[config.mk]
export PLATFORM = sky130hd
export DESIGN_NAME = wb_rr_arbiter
export DESIGN_NICKNAME = d
export VERILOG_FILES = /design/src/rtl/wb_pkg.sv /design/src/rtl/wb_watchdog.sv /design/src/rtl/wb_rr_arbiter.sv
export SDC_FILE = /design/constraint.sdc
export NUM_CORES = 1
export LEC_CHECK = 0
export CAP_MARGIN = 20
export CORE_AREA = 5 5 86 88
export DETAILED_ROUTE_END_ITERATION = 7
export DIE_AREA = 0 0 91 93
export GPL_TIMING_DRIVEN = 1
export PLACE_DENSITY_LB_ADDON = 0.25
export SYNTH_ARGS = -nofsm -noshare
export SYNTH_HDL_FRONTEND = slang
export SYNTH_SLANG_ARGS = --single-unit
[constraint.sdc]
create_clock -name CLK_I -period 2.8 [get_ports CLK_I]
set_input_delay 0.84 -clock CLK_I [delete_from_list [all_inputs] [get_ports CLK_I]]
set_output_delay 0.84 -clock CLK_I [all_outputs]
set_load 0.01 [all_outputs]
[src/rtl/wb_pkg.sv]
// Shared Wishbone arbiter definitions: default widths, watchdog limit and FSM encoding.
package wb_pkg;

  localparam int unsigned ADR_W_DEF   = 8;
  localparam int unsigned DAT_W_DEF   = 32;
  localparam int unsigned TIMEOUT_DEF = 255;
  localparam int unsigned WD_W        = 8;

  typedef enum logic [1:0] {
    ST_IDLE = 2'd0,
    ST_BUSY = 2'd1,
    ST_ERR  = 2'd2
  } arb_state_e;

endpackage

[src/rtl/wb_watchdog.sv]
// 8-bit transfer watchdog: counts while enabled, clears on request, flags the last allowed cycle.
module wb_watchdog
  import wb_pkg::*;
#(
  parameter int unsigned TIMEOUT = TIMEOUT_DEF
) (
  input  logic clk,
  input  logic rst,
  input  logic clr,
  input  logic en,
  output logic expired
);

  localparam logic [WD_W-1:0] LIMIT = WD_W'(TIMEOUT - 1);

  logic [WD_W-1:0] cnt_q, cnt_d;

  always_comb begin
    cnt_d = cnt_q;
    if (clr)     cnt_d = '0;
    else if (en) cnt_d = cnt_q + 1'b1;
  end

  always_ff @(posedge clk) begin
    if (rst) cnt_q <= '0;
    else     cnt_q <= cnt_d;
  end

  assign expired = (cnt_q == LIMIT);

endmodule

[src/rtl/wb_rr_arbiter.sv]
// Two-master round-robin Wishbone arbiter with per-transfer watchdog in front of one slave.
module wb_rr_arbiter
  import wb_pkg::*;
#(
  parameter int unsigned ADR_W   = ADR_W_DEF,
  parameter int unsigned DAT_W   = DAT_W_DEF,
  parameter int unsigned TIMEOUT = TIMEOUT_DEF
) (
  input  logic             CLK_I,
  input  logic             RST_I,
  input  logic [ADR_W-1:0] M0_ADR_I,
  input  logic [ADR_W-1:0] M1_ADR_I,
  input  logic [DAT_W-1:0] M0_DAT_I,
  input  logic [DAT_W-1:0] M1_DAT_I,
  input  logic             M0_WE_I,
  input  logic             M1_WE_I,
  input  logic             M0_STB_I,
  input  logic             M1_STB_I,
  input  logic             M0_CYC_I,
  input  logic             M1_CYC_I,
  output logic [DAT_W-1:0] M0_DAT_O,
  output logic [DAT_W-1:0] M1_DAT_O,
  output logic             M0_ACK_O,
  output logic             M1_ACK_O,
  output logic             M0_ERR_O,
  output logic             M1_ERR_O,
  output logic [ADR_W-1:0] S_ADR_O,
  output logic [DAT_W-1:0] S_DAT_O,
  output logic             S_WE_O,
  output logic             S_STB_O,
  output logic             S_CYC_O,
  input  logic [DAT_W-1:0] S_DAT_I,
  input  logic             S_ACK_I
);

  arb_state_e state_q, state_d;
  logic       owner_q, owner_d;
  logic       last_q, last_d;
  logic       err_pulse_q, err_pulse_d;

  logic [ADR_W-1:0] o_adr;
  logic [DAT_W-1:0] o_dat;
  logic             o_we, o_stb, o_cyc;
  logic             busy, fwd_ack, wd_en, wd_exp;

  assign o_adr = owner_q ? M1_ADR_I : M0_ADR_I;
  assign o_dat = owner_q ? M1_DAT_I : M0_DAT_I;
  assign o_we  = owner_q ? M1_WE_I  : M0_WE_I;
  assign o_stb = owner_q ? M1_STB_I : M0_STB_I;
  assign o_cyc = owner_q ? M1_CYC_I : M0_CYC_I;
  assign busy  = (state_q == ST_BUSY);

  // Counting only while a strobe waits unacknowledged; any other cycle (incl. IDLE) clears it.
  assign wd_en = busy & o_cyc & o_stb & ~S_ACK_I;

  wb_watchdog #(.TIMEOUT(TIMEOUT)) u_watchdog (
    .clk     (CLK_I),
    .rst     (RST_I),
    .clr     (~wd_en),
    .en      (wd_en),
    .expired (wd_exp)
  );

  always_comb begin
    state_d     = state_q;
    owner_d     = owner_q;
    last_d      = last_q;
    err_pulse_d = 1'b0;
    unique case (state_q)
      ST_IDLE: begin
        if (M0_CYC_I | M1_CYC_I) begin
          owner_d = (M0_CYC_I & M1_CYC_I) ? ~last_q : M1_CYC_I;
          last_d  = owner_d;
          state_d = ST_BUSY;
        end
      end
      ST_BUSY: begin
        if (!o_cyc) begin
          state_d = ST_IDLE;
        end else if (o_stb && !S_ACK_I && wd_exp) begin
          state_d     = ST_ERR;
          err_pulse_d = 1'b1;
        end
      end
      ST_ERR: begin
        if (!o_cyc) state_d = ST_IDLE;
      end
      default: state_d = ST_IDLE;
    endcase
  end

  always_ff @(posedge CLK_I) begin
    if (RST_I) begin
      state_q     <= ST_IDLE;
      owner_q     <= 1'b0;
      last_q      <= 1'b1;
      err_pulse_q <= 1'b0;
    end else begin
      state_q     <= state_d;
      owner_q     <= owner_d;
      last_q      <= last_d;
      err_pulse_q <= err_pulse_d;
    end
  end

  // An ACK arriving while reset is sampled belongs to an aborted transfer.
  assign fwd_ack = busy & o_cyc & S_ACK_I & ~RST_I;

  always_comb begin
    S_ADR_O  = '0;
    S_DAT_O  = '0;
    S_WE_O   = 1'b0;
    S_STB_O  = 1'b0;
    S_CYC_O  = 1'b0;
    M0_DAT_O = '0;
    M1_DAT_O = '0;
    if (busy) begin
      S_ADR_O = o_adr;
      S_DAT_O = o_dat;
      S_WE_O  = o_we;
      S_CYC_O = o_cyc;
      S_STB_O = o_cyc & o_stb;
      if (owner_q) M1_DAT_O = S_DAT_I;
      else         M0_DAT_O = S_DAT_I;
    end
  end

  assign M0_ACK_O = fwd_ack & ~owner_q;
  assign M1_ACK_O = fwd_ack & owner_q;
  assign M0_ERR_O = err_pulse_q & ~owner_q;
  assign M1_ERR_O = err_pulse_q & owner_q;

endmodule
==> run metrics <==
Reg power frac=19.6%; Critical Path End Type=output port; Worst Path Buf+Inv=2; area share of the largest cell type after synthesis=25.3%; clock slew at reported path FFs=0.06 ns; Synth Net Count=361; top_reg_cell synth=dfxtp_1; worst slack, placed=-0.844 ns; met2 routed WL=4990 um; Root Buffer=clkbuf_8; final wirelength=9350 um; Clock power frac=17.2%; clock tree buffer depth=2; Top-Level Pins=232; nets=593; DR vias/cell=4.61; fmax=0.357 GHz; vias in the first global route=2,524; CTS buffer count=3; TritonCTS Sinks=13; Hold WC Path Type=register to register; Critical Path Start Type=input port; Residual DRC=0; diode count=0; most numerous cell in the Yosys netlist=nor2_1; DR vias=2,532; Top Metal Used=met4; Final Hold Fails=0; Post-Syn Area=1700 um^2; Psw=349 uW; Crit path arrival time=1.96 ns; full die area=8460 um^2; DRT iter0 DRCs=42; Gate Count Post-Synth=238; WP data required=1.96 ns; CP Class=input port to output port; worst vdd ir=0.125 mV; DR WL/cell=17.0 um; initial antenna violation count=0; largest net degree at the start of global routing=44; minimum hold slack=0.495 ns; Post-synth EDFFs=0; max_cap viols=0; Crit Path Max Fanout=2; Core Region=6570 um^2; family with the most delay on the worst path=buffers and inverters; Slew HR=71.7%; total power=1.01 mW; R2R cell count=5; Max H-tree Level=1; GRT overflow=0; metal3 WL=827 um; total power divided by cell area=242 nW/um^2; die height=93 um; Syn-to-layout area delta=145%; count of warnings emitted by yosys=0; Post-Syn Area per Cell=7.16 um^2; Switching Share=34.6%; initial core utilization=25.9%; M1 wire length=3320 um; # fillers=617; drt pass-1 iters=4; Yosys cell types=37; count of pins over their slew limit=0; most numerous cell on the critical path=clkdlybuf4s50_1; Hold Path Depth=1; # port buffers=231; final period utilization=100%; Area contributors post-synth=mux2i_1 (25%), dfxtp_1 (15%), and2_1 (12%); crit path time final=2.80 ns; TritonCTS clock tree=built; combinational power share=63.2%; num rows=30; Crit path depth=3; Clock Latency Late Sink=0.25 ns; register area share after synthesis=15.3%; Max Clock Skew=0.000645 ns; global-route wire length before repair=13,400 um; final setup margin=0.000430 ns; largest area contributor in the netlist=mux2i_1; Final ANT Viol Nets=0; P_leak=2.29 nW; status=finished, final reports clean; GRT Total Usage=19.7%; Tightest Pin Transition=0.425 ns; internal power=658 uW; Die X=91 um; Post-synth top cells=nor2_1 (48), mux2i_1 (43), and2_1 (33); largest stage delay on the critical path=0.52 ns; share of flip-flops with an asynchronous set or reset=0%; fraction of layout cells with a size suffix above 1=8.74%; Seq cells post-synth=13; detailed placer's ending HPWL=7970 um; crit-path cells=clkdlybuf4s50_1 -> and2_1 -> clkdlybuf4s50_1; gpl congestion=0.856; Slowest cell on crit path=clkdlybuf4s50_1; endpoints failing setup=0
==> cells in the final DEF, fill, tap and decap left out, drive strengths merged, types with 3 or more instances in the layout <==
cell / Yosys / final
and3: 32 / 32
buf: 6 / 19
a21oi: 4 / 4
nor2: 51 / 51
dlygate4sd2: 0 / 92
o21ai: 5 / 5
mux2i: 43 / 43
clkbuf: 15 / 4
or3: 3 / 3
dfxtp: 13 / 13
clkdlybuf4s50: 0 / 120
dlymetal6s2s: 0 / 16
and2: 33 / 33
nand3: 5 / 5
==> power by group through the flow <==
| stage | sequential [mW] | combinational [mW] | clock, mW |
|---|---|---|---|
| final | 0.198 | 0.637 | 0.173 |
| after global routing | 0.199 | 0.685 | 0.187 |
| after CTS | 0.197 | 0.630 | 0.180 |
| after detailed placement | 0.201 | 0.688 | 0 |
| after global placement | 0.200 | 0.679 | 0 |
| after floorplan | 0.197 | 0.254 | 0 |
==> registers in the layout (all words and copies together) (netlist names) <==
signal	cells
u_watchdog.cnt_q	8
owner_q	1
state_q	2
err_pulse_q	1
last_q	1
==> timing repair <==
| action | CTS | global route |
|---|---|---|
| gates cloned | 0 | 1 |
| pin swaps | 3 | 4 |
| hold buffers | 0 | 0 |
| buffers inserted | 1 | 1 |
| endpoints found under the setup margin | 109 | 18 |
| gates resized for setup | 108 | 18 |
==> metal layers <==
metal | GRT usage, % | vias up
met2 | 38.5 | 133
li1 | - | 1282
met3 | 5.31 | 13
met4 | 6.36 | 0
met5 | 0 | -
met1 | 20.0 | 1104
==> path summary, 6_finish.rpt <==
| kind | startpoint | end | slack [ns] |
|---|---|---|---|
| worst max register to register | state_q[0] | u_watchdog.cnt_q[6] | 1.11 |
| worst min-delay path | u_watchdog.cnt_q[0] | u_watchdog.cnt_q[0] | 0.50 |
| worst max-delay path | S_DAT_I[18] | M0_DAT_O[18] | 0.0004 |
| worst min register to register | u_watchdog.cnt_q[0] | u_watchdog.cnt_q[0] | 0.50 |
==> stage by stage <==
step	instances	setup TNS (ns)	util, %	instance area, um^2
after floorplan	238	0	-	1700
after global placement	542	-4.65	63.1	4150
after detailed placement	542	-5.82	63.1	4150
after CTS	547	0	62.3	4090
after global routing	549	-0.0285	63.5	4170
final	549	0	63.5	4170
==> cell type report <==
cell class	instances	area, um^2	area share (%)
inverter	2	7.51	0.180
sequential	13	264	6.33
multi-input combinational	202	1370	32.8
clock inverter	1	5.00	0.120
timing repair buffer	248	2390	57.2
clock buffer	3	41.3	0.990
tap	80	100	2.40
==> worst register-to-register path, stage by stage, from the launching register on <==
cell     delay [ns]
dfxtp_1        0.33
or3b_4         0.38
buf_4          0.14
or4_1          0.46
buf_4          0.20
a21oi_2        0.11
==> cells by family after synthesis <==
kind of cell / Yosys count / synth area share [%]
AND/OR/NAND/NOR: 142 / 45.7
multiplexers: 43 / 25.3
buffers and inverters: 23 / 5.80
flip-flops: 13 / 15.3
AO/OA/AOI/OAI: 12 / 4.92
XOR/XNOR: 3 / 1.54
adder cells (fa/ha/maj): 2 / 1.47
(Power assumes the default switching activity.)
==> RTL edit: new RTL, same flow settings <==
Change the package constant `WD_W` from 8 to 12.
--- a/src/rtl/wb_pkg.sv
+++ b/src/rtl/wb_pkg.sv
@@ -6,3 +6,3 @@
   localparam int unsigned TIMEOUT_DEF = 255;
-  localparam int unsigned WD_W        = 8;
+  localparam int unsigned WD_W        = 12;
 
Function: same outputs for any inputs over 10 cycles, from zero or initial values and one cycle with RST_I high; that may be too few to reach the edited logic, so the function may still have changed.
==> RTL edit against the unedited design <==
- design area grew 3.9%
- synthesized area grew 13%
- die area is the same
- routed wire length grew 2.7%
- sequential share of layout area grew 1.6 points
- via count grew 9.2%
- total power grew 4.5%
- sequential cell count grew 4
- worst setup slack gained 0.018 ns
- clock skew grew 0.00052 ns
==> RTL edit: results (changes against the unedited design) <==
- Buffering overhead: 54.0% (was 57.2%)
- CTS Buffer Depth: 2 (unchanged)
- Status: finished, final reports clean (unchanged)
- Register area: 344 um2 (was 264 um2)
- Non-Clock Buffer Count: 244 (was 248)
- Syn avg cell area: 7.25 um2 (was 7.16 um2)
- Fraction of area in registers: 7.94% (was 6.33%)
- GRT Overall Usage: 20.4% (was 19.7%)
- Grt met1 use: 21.2% (was 20.0%)
- Largest register FFs: 12 (was 8)
- DP Wirelength: 8220 um (was 7970 um)
- Largest net degree at the start of global routing: 45 (was 44)
- Final GP Congestion: 0.863 (was 0.856)
- Placed insts: 569 (was 542)
- Top cells by area, synth: mux2i_1 (22%), dfxtp_1 (18%), and2_1 (11%) (was mux2i_1 (25%), dfxtp_1 (15%), and2_1 (12%))
- Largest regs: u_watchdog.cnt_q: 12 flops, state_q: 2 flops (was u_watchdog.cnt_q: 8 flops, state_q: 2 flops)
- Maximum vdd drop: 0.206 mV (was 0.125 mV)
- Clk_skew: 0.00116 ns (was 0.000645 ns)
- Layout net count: 617 (was 593)
- Total Wirelength: 9610 um (was 9350 um)
- Area after DPL: 4370 um2 (was 4150 um2)
- Pre-CTS setup slack: -0.448 ns (was -0.844 ns)
- Top post-synthesis cells by count: nor2_1 (52), mux2i_1 (42), and2_1 (34) (was nor2_1 (48), mux2i_1 (43), and2_1 (33))
- FF+latch count: 17 (was 13)
- Post-synth cell types: 40 (was 37)
- Layout clock area frac: 1.07% (was 1.11%)
- #MultiIn Comb: 223 (was 202)
- Clk Latency, worst-skew pair: 0.25 ns (about the same)
- Fill cells: 572 (was 617)
- Grt met2 use: 38.3% (was 38.5%)
- Worst-path clk slew: 0.06 ns (about the same)
- Post-Syn Nets: 389 (was 361)
- Met3 usage: 6.76% (was 5.31%)
- Post-synthesis sequential area ratio: 17.6% (was 15.3%)
- WP data arrival: 1.94 ns (was 1.96 ns)
- First-pass detailed-route iteration total: 4 (unchanged)
- Met2 Routed Length: 4960 um (was 4990 um)
- Vias per cell: 4.82 (was 4.61)
- Multi-input gate area: 1490 um2 (was 1370 um2)
- N_diodes: 0 (unchanged)
- Worst hold path class: reg -> reg (unchanged)
- Wire per inst: 16.8 um (was 17.0 um)
- DRT iter0 DRCs: 92 (was 42)
- Lkg Pwr: 2.27 nW (was 2.29 nW)
- Top FF cell, synth: dfxtp_1 (unchanged)
- Non-clk invs: 5 (was 2)
- Metal3 WL: 920 um (was 827 um)
- Relative slew slack: 72.9% (was 71.7%)
- Drt drc: 0 (unchanged)
- Routed met1 length: 3440 um (was 3320 um)
- Number of global-route vias before repair: 2716 (was 2524)
- Global-route wire length before repair: 14100 um (was 13400 um)
- Fraction of layout cells with a size suffix above 1: 6.69% (was 8.74%)
-- RTL edit: where the power goes --
| group | switching (W) | internal, W |
|---|---|---|
| Combinational | 0.000261 | 0.000357 |
| Clock | 0.0000818 | 0.0000986 |
| Sequential | 0.00000778 | 0.000247 |
| Total | 0.000351 | 0.000702 |
-- RTL edit: timing repair --
| item | CTS | global route |
|---|---|---|
| hold endpoints to repair | 0 | 0 |
| setup buffers | 0 | 0 |
| resized for setup | 104 | 16 |
| endpoints found under the setup margin | 98 | 14 |
| pin swaps | 1 | 0 |
-- RTL edit: cell families (layout without fill, tap and decap cells) --
group / after synthesis / after routing / synth area share (%)
AOI/OAI and AO/OA: 18 / 18 / 5.58
xor gates and xnor gates: 3 / 3 / 1.36
adders and majority gates: 2 / 2 / 1.30
buffers and inverters: 26 / 253 / 5.84
DFF: 17 / 17 / 17.6
muxes: 44 / 44 / 23.2
and+or+nand+nor: 156 / 156 / 45.1
-- RTL edit: path summary, 6_finish.rpt --
check        slack, ns                              end  cells after the start                      startpoint
max               0.02                     M0_DAT_O[29]                      3                     S_DAT_I[29]
max reg2reg       1.28  u_watchdog.cnt_q[10]$_SDFF_PP0_                      4  u_watchdog.cnt_q[0]$_SDFF_PP0_
min               0.50   u_watchdog.cnt_q[0]$_SDFF_PP0_                      1  u_watchdog.cnt_q[0]$_SDFF_PP0_
min reg2reg       0.50   u_watchdog.cnt_q[0]$_SDFF_PP0_                      1  u_watchdog.cnt_q[0]$_SDFF_PP0_
-- RTL edit: worst max-delay path, cell delays in order --
cell             delay (ns)
clkdlybuf4s50_1        0.46
and2_1                 0.12
clkdlybuf4s50_1        0.53
